## src/rtl/adc_readout_pkg.sv

```systemverilog
// ============================================================================
// Module      : adc_readout_pkg
// Description : Shared types, word layout and count constants for adc_readout.
// Revision    : 1.0 - initial release
// ============================================================================
`default_nettype none

package adc_readout_pkg;

    typedef enum logic [1:0] {
        ST_IDLE = 2'd0,
        ST_HOLD = 2'd1,
        ST_ACQ  = 2'd2
    } state_t;

    localparam int c_WORD_W     = 16;
    localparam int c_SAMPLE_W   = 12;
    localparam int c_CNT_W      = 9;
    localparam int c_BIT_FIRST  = 15;
    localparam int c_BIT_LAST   = 14;
    localparam int c_BIT_OR     = 13;
    localparam int c_SAMPLE_MSB = 11;
    localparam int c_SAMPLE_LSB = 0;

    // A programmed length of zero stands for a full 256-sample acquisition.
    localparam logic [c_CNT_W-1:0] c_LEN_ZERO_COUNT = 9'd256;

    function automatic logic [c_WORD_W-1:0] pack_word(
        input logic                  first,
        input logic                  last,
        input logic                  ovr,
        input logic [c_SAMPLE_W-1:0] sample
    );
        logic [c_WORD_W-1:0] w;
        w                            = '0;
        w[c_BIT_FIRST]               = first;
        w[c_BIT_LAST]                = last;
        w[c_BIT_OR]                  = ovr;
        w[c_SAMPLE_MSB:c_SAMPLE_LSB] = sample;
        return w;
    endfunction

    function automatic logic [c_CNT_W-1:0] load_count(input logic [7:0] len);
        return (len == 8'd0) ? c_LEN_ZERO_COUNT : {1'b0, len};
    endfunction

endpackage

`default_nettype wire

```

## src/rtl/adc_readout_if.sv

```systemverilog
// ============================================================================
// Module      : adc_readout_if
// Description : Valid/ready word stream leaving the ADC readout block.
// Revision    : 1.0 - initial release
// ============================================================================
`default_nettype none

interface adc_readout_if;
    import adc_readout_pkg::*;

    logic [c_WORD_W-1:0] dout;
    logic                dout_valid;
    logic                dout_ready;

    modport master (
        output dout,
        output dout_valid,
        input  dout_ready
    );

    modport slave (
        input  dout,
        input  dout_valid,
        output dout_ready
    );

endinterface

`default_nettype wire

```

## src/rtl/adc_readout_sync_fifo.sv

```systemverilog
// ============================================================================
// Module      : sync_fifo
// Description : Single-clock FIFO with full/empty flags; push and pop may share an edge.
// Revision    : 1.0 - initial release
// ============================================================================
`default_nettype none

module sync_fifo #(
    parameter int WIDTH = 16,
    parameter int DEPTH = 4
) (
    input  wire logic             clk,
    input  wire logic             reset_n,
    input  wire logic             push,
    input  wire logic [WIDTH-1:0] din,
    input  wire logic             pop,
    output logic      [WIDTH-1:0] dout,
    output logic                  full,
    output logic                  empty
);

    localparam int               c_AW    = $clog2(DEPTH);
    localparam logic [c_AW:0]    c_DEPTH = (c_AW + 1)'(DEPTH);

    logic [WIDTH-1:0] r_mem [DEPTH];
    logic [c_AW-1:0]  r_wr_ptr;
    logic [c_AW-1:0]  r_rd_ptr;
    logic [c_AW:0]    r_count;
    logic             w_pop_ok;
    logic             w_push_ok;

    assign full      = (r_count == c_DEPTH);
    assign empty     = (r_count == '0);
    assign w_pop_ok  = pop && !empty;
    // A full FIFO still accepts a push when a word leaves on the same edge.
    assign w_push_ok = push && (!full || w_pop_ok);

    always_ff @(posedge clk) begin
        if (!reset_n) begin
            r_wr_ptr <= '0;
            r_rd_ptr <= '0;
            r_count  <= '0;
        end else begin
            if (w_push_ok) r_wr_ptr <= r_wr_ptr + 1'b1;
            if (w_pop_ok)  r_rd_ptr <= r_rd_ptr + 1'b1;
            case ({w_push_ok, w_pop_ok})
                2'b10:   r_count <= r_count + 1'b1;
                2'b01:   r_count <= r_count - 1'b1;
                default: r_count <= r_count;
            endcase
        end
    end

    always_ff @(posedge clk) begin
        if (w_push_ok) r_mem[r_wr_ptr] <= din;
    end

    // Gated so the output reads zero whenever nothing is queued.
    assign dout = empty ? '0 : r_mem[r_rd_ptr];

endmodule

`default_nettype wire

```

## src/rtl/adc_readout.sv

```systemverilog
// ============================================================================
// Module      : adc_readout
// Description : Triggered ADC acquisition with holdoff, flagged words and output FIFO.
// Revision    : 1.0 - initial release
// ============================================================================
`default_nettype none

module adc_readout
    import adc_readout_pkg::*;
#(
    parameter int DW         = 12,
    parameter int FIFO_DEPTH = 4
) (
    input  wire logic          clk,
    input  wire logic          reset_n,
    input  wire logic          adcsync,
    input  wire logic [DW-1:0] adc_data,
    input  wire logic          adc_or,
    input  wire logic          start,
    input  wire logic          abort,
    input  wire logic [7:0]    holdoff,
    input  wire logic [7:0]    length,
    output logic               busy,
    output logic               overflow,
    adc_readout_if.master      stream
);

    state_t               r_state;
    state_t               w_state_nxt;
    logic [7:0]           r_hold_cnt;
    logic [7:0]           w_hold_nxt;
    logic [c_CNT_W-1:0]   r_remain;
    logic [c_CNT_W-1:0]   w_remain_nxt;
    logic                 r_first;
    logic                 w_first_nxt;
    logic                 r_overflow;
    logic                 w_push;
    logic                 w_drop;
    logic                 w_pop;
    logic [c_SAMPLE_W-1:0] w_sample;
    logic [c_WORD_W-1:0]  w_word;
    logic [c_WORD_W-1:0]  w_fifo_dout;
    logic                 w_fifo_full;
    logic                 w_fifo_empty;

    if (DW >= c_SAMPLE_W) begin : g_sample_wide
        assign w_sample = adc_data[c_SAMPLE_W-1:0];
    end else begin : g_sample_narrow
        assign w_sample = {{(c_SAMPLE_W - DW){1'b0}}, adc_data};
    end

    assign w_word = pack_word(r_first, (r_remain == 9'd1), adc_or, w_sample);
    assign w_pop  = !w_fifo_empty && stream.dout_ready;
    // A sample is lost only when the FIFO is full and nothing drains this edge.
    assign w_drop = w_push && w_fifo_full && !w_pop;

    always_ff @(posedge clk) begin
        if (!reset_n) begin
            r_state    <= ST_IDLE;
            r_hold_cnt <= '0;
            r_remain   <= '0;
            r_first    <= 1'b0;
            r_overflow <= 1'b0;
        end else begin
            r_state    <= w_state_nxt;
            r_hold_cnt <= w_hold_nxt;
            r_remain   <= w_remain_nxt;
            r_first    <= w_first_nxt;
            r_overflow <= r_overflow | w_drop;
        end
    end

    always_comb begin
        w_state_nxt  = r_state;
        w_hold_nxt   = r_hold_cnt;
        w_remain_nxt = r_remain;
        w_first_nxt  = r_first;
        w_push       = 1'b0;
        case (r_state)
            ST_IDLE: begin
                if (start) begin
                    w_first_nxt  = 1'b1;
                    w_hold_nxt   = holdoff;
                    w_remain_nxt = load_count(length);
                    w_state_nxt  = (holdoff == 8'd0) ? ST_ACQ : ST_HOLD;
                end
            end
            ST_HOLD: begin
                if (abort) begin
                    w_state_nxt  = ST_IDLE;
                    w_hold_nxt   = '0;
                    w_remain_nxt = '0;
                end else if (adcsync) begin
                    w_hold_nxt = r_hold_cnt - 8'd1;
                    if (r_hold_cnt == 8'd1) w_state_nxt = ST_ACQ;
                end
            end
            ST_ACQ: begin
                if (abort) begin
                    w_state_nxt  = ST_IDLE;
                    w_remain_nxt = '0;
                end else if (adcsync) begin
                    w_push       = 1'b1;
                    w_remain_nxt = r_remain - 9'd1;
                    // The first flag stays armed until a word actually lands in the FIFO.
                    if (!w_drop) w_first_nxt = 1'b0;
                    if (r_remain == 9'd1) w_state_nxt = ST_IDLE;
                end
            end
            default: w_state_nxt = ST_IDLE;
        endcase
    end

    sync_fifo #(
        .WIDTH (c_WORD_W),
        .DEPTH (FIFO_DEPTH)
    ) u_fifo (
        .clk     (clk),
        .reset_n (reset_n),
        .push    (w_push),
        .din     (w_word),
        .pop     (w_pop),
        .dout    (w_fifo_dout),
        .full    (w_fifo_full),
        .empty   (w_fifo_empty)
    );

    assign stream.dout       = w_fifo_dout;
    assign stream.dout_valid = !w_fifo_empty;
    assign busy              = (r_state != ST_IDLE);
    assign overflow          = r_overflow;

endmodule

`default_nettype wire

```

## src/flat_wrapper.sv

```systemverilog
// flat-port wrapper written by rule: the top's interface ports become plain ports
module adc_readout_flat import adc_readout_pkg::*;
#(
    parameter int DW         = 12,
    parameter int FIFO_DEPTH = 4
)
  (clk, reset_n, adcsync, adc_data, adc_or, start, abort, holdoff, length, busy, overflow, stream_dout, stream_dout_valid, stream_dout_ready);
  adc_readout_if stream_i ();
  input  wire logic clk;
  input  wire logic reset_n;
  input  wire logic adcsync;
  input  wire logic [DW-1:0] adc_data;
  input  wire logic adc_or;
  input  wire logic start;
  input  wire logic abort;
  input  wire logic [7:0] holdoff;
  input  wire logic [7:0] length;
  output logic busy;
  output logic overflow;
  output wire logic [$bits(stream_i.dout)-1:0] stream_dout;
  output wire logic [$bits(stream_i.dout_valid)-1:0] stream_dout_valid;
  input wire logic [$bits(stream_i.dout_ready)-1:0] stream_dout_ready;
  assign stream_dout = stream_i.dout;
  assign stream_dout_valid = stream_i.dout_valid;
  assign stream_i.dout_ready = stream_dout_ready;
  adc_readout #(.DW(DW), .FIFO_DEPTH(FIFO_DEPTH)) u_core (.clk(clk), .reset_n(reset_n), .adcsync(adcsync), .adc_data(adc_data), .adc_or(adc_or), .start(start), .abort(abort), .holdoff(holdoff), .length(length), .busy(busy), .overflow(overflow), .stream(stream_i));
endmodule
```

## config.mk

```make
export PLATFORM = sky130hd
export DESIGN_NAME = adc_readout_flat
export DESIGN_NICKNAME = d
export VERILOG_FILES = /design/src/rtl/adc_readout_pkg.sv /design/src/rtl/adc_readout_if.sv /design/src/rtl/adc_readout_sync_fifo.sv /design/src/rtl/adc_readout.sv /design/src/flat_wrapper.sv
export SDC_FILE = /design/constraint.sdc
export NUM_CORES = 1
export LEC_CHECK = 0
export CAP_MARGIN = 20
export CORE_MARGIN = 5
export CORE_UTILIZATION = 56
export CTS_BUF_LIST = sky130_fd_sc_hd__clkbuf_16
export CTS_CLUSTER_DIAMETER = 50
export CTS_CLUSTER_SIZE = 16
export DETAILED_ROUTE_END_ITERATION = 10
export PLACE_DENSITY = 0.8
export SLEW_MARGIN = 20
export SYNTH_ARGS = -nofsm -noshare
export SYNTH_HDL_FRONTEND = slang
export SYNTH_HIERARCHICAL = 1
export SYNTH_SLANG_ARGS = --single-unit
export TNS_END_PERCENT = 10
```

## constraint.sdc

```tcl
create_clock -name clk -period 3.6 [get_ports clk]
set_input_delay 0.72 -clock clk [delete_from_list [all_inputs] [get_ports clk]]
set_output_delay 0.72 -clock clk [all_outputs]
set_load 0.005 [all_outputs]
```

==> results of run 1 <==
## critical path: cells and delay by family (launching register included)
kind / cells / cell delay [ns]
and+or+nand+nor: 1 / 0.14
muxes: 1 / 0.42
DFF: 1 / 0.85
buffers and inverters: 1 / 0.47
## through the flow
step / util, % / std cells / total power [mW] / hold slack (ns) / cell area (um^2)
after detailed placement: 66.7 / 502 / 2.23 / 0.457 / 5210
after global routing: 71.1 / 518 / 3.47 / 0.497 / 5550
final: 71.1 / 518 / 3.30 / 0.465 / 5550
after CTS: 71.1 / 518 / 3.31 / 0.473 / 5550
after global placement: 66.7 / 502 / 2.21 / 0.449 / 5210
after floorplan: - / 348 / 1.99 / 0.460 / 4540
## per-layer routing
metal	part of all wire [%]	track usage, %	up-vias
met2	52	33.4	80
met3	4.6	3.41	10
li1	-	-	1423
met5	0	0	-
met1	41	23.5	1481
met4	1.4	7.56	0
## power by group through the flow
stage          Clock [mW]  Combinational (mW)  Sequential, mW
2_1_floorplan           0               0.625            1.36
3_3_place_gp            0               0.830            1.38
3_5_place_dp            0               0.846            1.39
4_1_cts              1.10               0.851            1.36
5_1_grt              1.14               0.952            1.38
6_report             1.08               0.858            1.37
## layout make-up
cell class / instances / area [um^2]
fillers: 541 / 2260
inverters: 28 / 105
clock buffers: 9 / 225
well taps: 102 / 128
flip-flops and latches: 94 / 2520
clock inverters: 7 / 120
repair buffers: 65 / 621
multi-input cells: 213 / 1830
## worst paths after layout
kind / start / endpoint / slack, ns / cells past startpoint
setup reg to reg: u_core/r_state[0]$_SDFFE_PN0P_ / u_core/u_fifo/r_count[2]$_SDFFE_PN0P_ / 0.91 / 13
hold reg to reg: u_core/overflow$_SDFF_PN0_ / u_core/overflow$_SDFF_PN0_ / 0.46 / 1
setup / recovery: flop / stream_dout[12] / 0.65 / 3
hold / removal: u_core/overflow$_SDFF_PN0_ / u_core/overflow$_SDFF_PN0_ / 0.46 / 1
## Yosys cell counts, types with 3 or more instances
cell type | count | area share [%]
dfxtp_1 | 30 | 13
o21a_1 | 3 | 0.50
nor2b_1 | 14 | 1.9
nand2_1 | 19 | 1.6
a31oi_1 | 3 | 0.41
a21oi_1 | 6 | 0.66
mux4_2 | 10 | 5.0
and2_1 | 6 | 0.83
o21ai_1 | 3 | 0.33
ha_1 | 13 | 3.6
nand2b_1 | 6 | 0.83
mux4_1 | 6 | 3.5
inv_1 | 28 | 2.3
mux2i_1 | 3 | 0.66
nor4_1 | 5 | 0.69
nor3b_1 | 5 | 0.83
nor2b_4 | 10 | 3.0
nor2_1 | 13 | 1.1
edfxtp_1 | 64 | 42
nand3_1 | 3 | 0.33
clkbuf_1 | 6 | 0.50
o221ai_1 | 3 | 0.58
a21boi_1 | 12 | 2.0
buf_2 | 4 | 0.44
o21ai_0 | 20 | 2.2
nor3_1 | 6 | 0.66
o211a_1 | 4 | 0.88
## layout by cell type (no fill, tap or decap), drive strengths merged, types with 4 or more instances in the layout
master | Yosys | layout
ha | 13 | 13
a21boi | 14 | 14
edfxtp | 64 | 64
nor2 | 13 | 13
and2 | 6 | 6
o211a | 4 | 4
o21ai | 23 | 23
nand2 | 19 | 19
nand2b | 6 | 6
nor3 | 7 | 7
nor4 | 7 | 7
nor2b | 24 | 24
buf | 7 | 12
mux4 | 16 | 16
inv | 28 | 31
clkbuf | 6 | 9
a21oi | 6 | 6
dfxtp | 30 | 30
conb | 1 | 4
nor3b | 5 | 5
clkdlybuf4s50 | 0 | 53
## cell families after synthesis
family	after synthesis	share of synthesized area, %
multiplexers	19	9.12
flip-flops	94	55.7
XOR/XNOR	2	0.387
AND/OR/NAND/NOR	100	14.8
other	1	0.0829
AO/OA/AOI/OAI	74	11.6
buffers and inverters	41	4.20
adder cells (fa/ha/maj)	14	4.04
## state kept, by name, summed over array words and instances, names as in the netlist, named ones only
register / flops
u_core/u_fifo/r_mem: 64
u_core/r_remain: 9
u_core/r_hold_cnt: 8
u_core/u_fifo/r_count: 3
u_core/r_state: 2
u_core/u_fifo/r_rd_ptr: 2
u_core/u_fifo/r_wr_ptr: 2
u_core/overflow: 1
u_core/r_first: 1
==> impl_metrics.py, run 1 <==
metrics = {
    "place": {
        "gp_congestion": 0.820,
        "place_ws_ns": 0.477,
        "hpwl_mm": 6.35,
        "port_buffers": 53,
    },
    "synth": {
        "async_flop_share_pct": 0,
        "ys_seq_area_share_pct": 55.7,
        "syn_area_um2": 4530,
        "ys_warn_count": 6,
        "synth_cell_types": 61,
        "ys.flop_type": "edfxtp_1",
        "synth_seq_cells": 94,
        "synth-edff-count": 64,
        "avgSynthCellArea_um2": 13.1,
        "synth_cells": 345,
    },
    "floorplan": {
        "fp.dieH_um": 99.9,
        "num_rows": 32,
        "dieArea_um2": 9980,
        "core-area_um2": 7810,
        "die_width_um": 99.9,
        "start_util_pct": 58.0,
        "ios": 54,
    },
    "global_route": {
        "antenna_found_initial": 0,
        "grt-ovfl-total": 0,
        "track_usage_pct": 19.1,
        "grt_pass1_wl_mm": 15.0,
        "grt_pass1_vias": 3075,
        "grt_start_max_net_pins": 19,
    },
    "sta": {
        "max_slew_margin_pct": 45.9,
        "setup_ws_ns": 0.654,
        "finalSetupViolCount": 0,
        "period_share_pct": 81.8,
        "drv_slew": 0,
        "max_freq_mhz": 339,
        "tightest_slew_ns": 0.810,
        "skew_ns": 0.00733,
        "min_period_ns": 2.95,
        "rsz0062_at_grt": "false",
        "finalHoldViolCount": 0,
        "tns_ns": 0,
    },
    "drt": {
        "wl_per_cell_um": 17.5,
        "via_per_inst": 5.78,
        "antenna_left": 0,
        "drtIter0Drc": 145,
        "vias": 2994,
        "first_pass_iters": 4,
        "drc": 0,
        "wirelength_mm": 9.05,
    },
    "cts": {
        "cts_tree": "yes",
        "cts.clk_slew.worst_paths_ns": 0.07,
        "clkLatencyLatePin_ns": 0.33,
        "cts_hold_buf": 0,
        "cts-root-buf": "clkbuf_16",
        "cts_max_level": 3,
        "ctsLongestPathBuffers": 2,
        "post-cts-setup-buffers": 0,
        "clock-sinks": 94,
        "numCtsBuffers": 9,
        "cts_resized": 0,
    },
    "critical_path": {
        "crit_path_top_delay_cell": "dfxtp_1",
        "crit_path_max_fanout": 16,
        "critPathArrivalTime_ns": 2.23,
        "timing_worst_setup_path_type": "flop to output pin",
        "worstPathCellList": "mux4_2 -> nor2b_4 -> clkdlybuf4s50_1",
        "slowest_delay_ns": 0.85,
        "required_ns": 2.88,
        "start_kind": "flop",
        "cp-end-kind": "output pin",
    },
    "power_and_ir_drop": {
        "p_comb_share_pct": 26.0,
        "seqPwrFrac_pct": 41.4,
        "p_int_mw": 2.32,
        "power_switching_share_pct": 29.8,
        "power.switching_mw": 0.983,
        "leakage_nw": 2.00,
        "vdd_drop_max_mv": 0.517,
        "power_density_nw_per_um2": 595,
        "clockPowerShare_pct": 32.6,
    },
    "layout": {
        "area_growth_pct": 22.7,
        "nets": 460,
        "antenna_cells": 0,
        "drive_gt1_share_pct": 13.0,
    },
    "run": {
        "maxCapViolCount": 0,
    },
    "worst_hold_path": {
        "hold_class": "flop to flop",
    },
    "status": {
        "status": "completed",
    },
}
(Power assumes the default switching activity.)
==> run 2, diff against run 1 <==
--- a/config.mk
+++ b/config.mk
@@ -7,12 +7,12 @@
 export LEC_CHECK = 0
 export CAP_MARGIN = 20
 export CORE_MARGIN = 5
-export CORE_UTILIZATION = 56
+export CORE_UTILIZATION = 51
 export CTS_BUF_LIST = sky130_fd_sc_hd__clkbuf_16
 export CTS_CLUSTER_DIAMETER = 50
 export CTS_CLUSTER_SIZE = 16
 export DETAILED_ROUTE_END_ITERATION = 10
-export PLACE_DENSITY = 0.8
+export PLACE_DENSITY = 0.77
 export SLEW_MARGIN = 20
 export SYNTH_ARGS = -nofsm -noshare
 export SYNTH_HDL_FRONTEND = slang
==> constraint.sdc (replaced) <==
create_clock -name clk -period 2.7 [get_ports clk]
set_input_delay 0.54 -clock clk [delete_from_list [all_inputs] [get_ports clk]]
set_output_delay 0.54 -clock clk [all_outputs]
set_load 0.005 [all_outputs]
==> run 2 against run 1 <==
  * Clock-buffer cell count is the same
  * Register-to-register slack got worse by 0.71 ns
  * Die area up 8.8%
  * Critical path type unchanged
  * Critical endpoint is now stream_dout[15]
  * Highest routed layer unchanged
==> impl_metrics.py, run 2 (synthesis gave the netlist of run 1 again) <==
metrics = {
    "cts": {
        "cts_resized": 0,
        "cts.clk_slew.worst_paths_ns": 0.06,
        "ctsLongestPathBuffers": 2,
        "cts-root-buf": "clkbuf_16",
        "cts_tree": "yes",
        "cts_hold_buf": 0,
        "numCtsBuffers": 9,
        "post-cts-setup-buffers": 0,
        "clkLatencyLatePin_ns": 0.33,
        "clock-sinks": 94,
        "cts_max_level": 3,
    },
    "layout": {
        "final_cell_mix": "edfxtp_1 (64), clkdlybuf4s50_1 (53), inv_1 (29), dfxtp_1 (29), o21ai_0 (20)",
        "regArea_um2": 2520,
        "largest_reg_flops": 64,
        "nFillCells": 676,
        "nets": 465,
        "reg.largest.list": "u_core/u_fifo/r_mem (64), u_core/r_remain (9), u_core/r_hold_cnt (8)",
        "design_area_um2": 5640,
        "drive_gt1_share_pct": 14.3,
        "multi_input_area_um2": 1830,
        "mostFrequentLayoutCell": "edfxtp_1",
        "top_register": "u_core/u_fifo/r_mem",
        "area_growth_pct": 24.6,
        "antenna_cells": 0,
        "postLayoutCoreUtil_pct": 65.0,
    },
    "run": {
        "maxCapViolCount": 0,
    },
    "global_route": {
        "track_usage_pct": 16.8,
        "grt-ovfl-total": 0,
        "grt_start_max_net_pins": 23,
        "antenna_found_initial": 0,
        "grtUsageMet3_pct": 3.79,
        "grt_use_met2_pct": 28.8,
        "grt_pass1_vias": 3012,
        "busiest_layer": "met2",
        "grt_util_met1_pct": 21.7,
        "grt_pass1_wl_mm": 14.8,
    },
    "floorplan": {
        "dieArea_um2": 10900,
        "ios": 54,
        "start_util_pct": 52.1,
        "fp.dieH_um": 104,
        "core-area_um2": 8680,
        "die_width_um": 104,
        "num_rows": 34,
    },
    "place": {
        "hpwl_mm": 6.14,
        "port_buffers": 53,
        "place_area_um2": 5310,
        "gp_congestion": 0.853,
    },
    "drt": {
        "drtIter0Drc": 106,
        "via_per_inst": 5.54,
        "drc": 0,
        "first_pass_iters": 4,
        "wl_per_cell_um": 16.7,
        "antenna_left": 0,
        "vias": 2929,
        "wirelength_mm": 8.86,
    },
    "sta": {
        "max_slew_margin_pct": 52.6,
        "max_freq_mhz": 385,
        "min_period_ns": 2.60,
        "tightest_slew_ns": 0.711,
        "finalHoldViolCount": 0,
        "rsz0062_at_grt": "false",
        "skew_ns": 0.00404,
        "drv_slew": 0,
        "finalSetupViolCount": 0,
        "period_share_pct": 96.3,
    },
    "critical_path": {
        "crit_path_max_fanout": 16,
        "cp-end-kind": "output pin",
        "worstPathCellList": "buf_12 -> mux4_1 -> nor2b_1 -> clkdlybuf4s50_1",
        "start_kind": "flop",
        "cp_top_family": "buffers and inverters",
        "crit_path_top_delay_cell": "mux4_1",
        "slowest_delay_ns": 0.58,
        "required_ns": 2.16,
        "cp.buffers_inverters": 2,
        "timing_worst_setup_path_type": "flop to output pin",
        "critPathArrivalTime_ns": 2.06,
    },
    "power_and_ir_drop": {
        "leakage_nw": 2.02,
        "power_density_nw_per_um2": 768,
        "power.total_mw": 4.33,
        "vdd_drop_max_mv": 0.486,
    },
    "status": {
        "status": "completed",
    },
    "worst_hold_path": {
        "hold_class": "flop to flop",
    },
}
run 2: cell type report:
class	count	share of cell area, %
Sequential cell	94	44.8
Multi-Input combinational cell	213	32.5
Timing Repair Buffer	70	12.8
Clock buffer	9	4.00
Tap cell	108	2.40
Inverter	28	1.86
Clock inverter	7	1.71
run 2: final timing paths:
check / start / endpoint / slack [ns] / cells after the start
max: flop / stream_dout[15] / 0.10 / 4
min: u_core/overflow$_SDFF_PN0_ / u_core/overflow$_SDFF_PN0_ / 0.47 / 1
max reg2reg: u_core/r_state[0]$_SDFFE_PN0P_ / u_core/u_fifo/r_count[2]$_SDFFE_PN0P_ / 0.20 / 13
min reg2reg: u_core/overflow$_SDFF_PN0_ / u_core/overflow$_SDFF_PN0_ / 0.47 / 1
run 2: per-stage QoR:
step | instances | TNS [ns] | hold slack, ns | setup WS [ns]
CTS | 529 | 0 | 0.478 | 0.0702
detailed placement | 513 | -0.0459 | 0.468 | -0.0459
floorplan | 348 | 0 | 0.460 | 0.0844
finish | 529 | 0 | 0.472 | 0.100
global placement | 513 | 0 | 0.460 | 0.0322
global route | 529 | 0 | 0.495 | 0.00862
run 2: report_power, final:
part / switching (mW) / leakage, nW / internal (mW)
Clock: 0.525 / 0.159 / 0.816
Combinational: 0.646 / 1.04 / 0.519
Sequential: 0.146 / 0.823 / 1.68
Total: 1.32 / 2.02 / 3.01
run 2: per-layer routing:
| layer | wire, um | share of wire (%) | vias to the layer above |
|---|---|---|---|
| li1 | - | - | 1432 |
| met1 | 3790 | 43 | 1408 |
| met2 | 4570 | 52 | 83 |
| met3 | 436 | 4.9 | 6 |
| met4 | 62 | 0.70 | 0 |
| met5 | 0 | 0 | - |
==> run 3, diff against run 2 <==
--- a/config.mk
+++ b/config.mk
@@ -13,7 +13,6 @@
 export CTS_CLUSTER_SIZE = 16
 export DETAILED_ROUTE_END_ITERATION = 10
 export PLACE_DENSITY = 0.77
-export SLEW_MARGIN = 20
 export SYNTH_ARGS = -nofsm -noshare
 export SYNTH_HDL_FRONTEND = slang
 export SYNTH_HIERARCHICAL = 1
==> results of run 3 <==
Same layout as run 2: the final DEF is identical, and so are final timing and power.
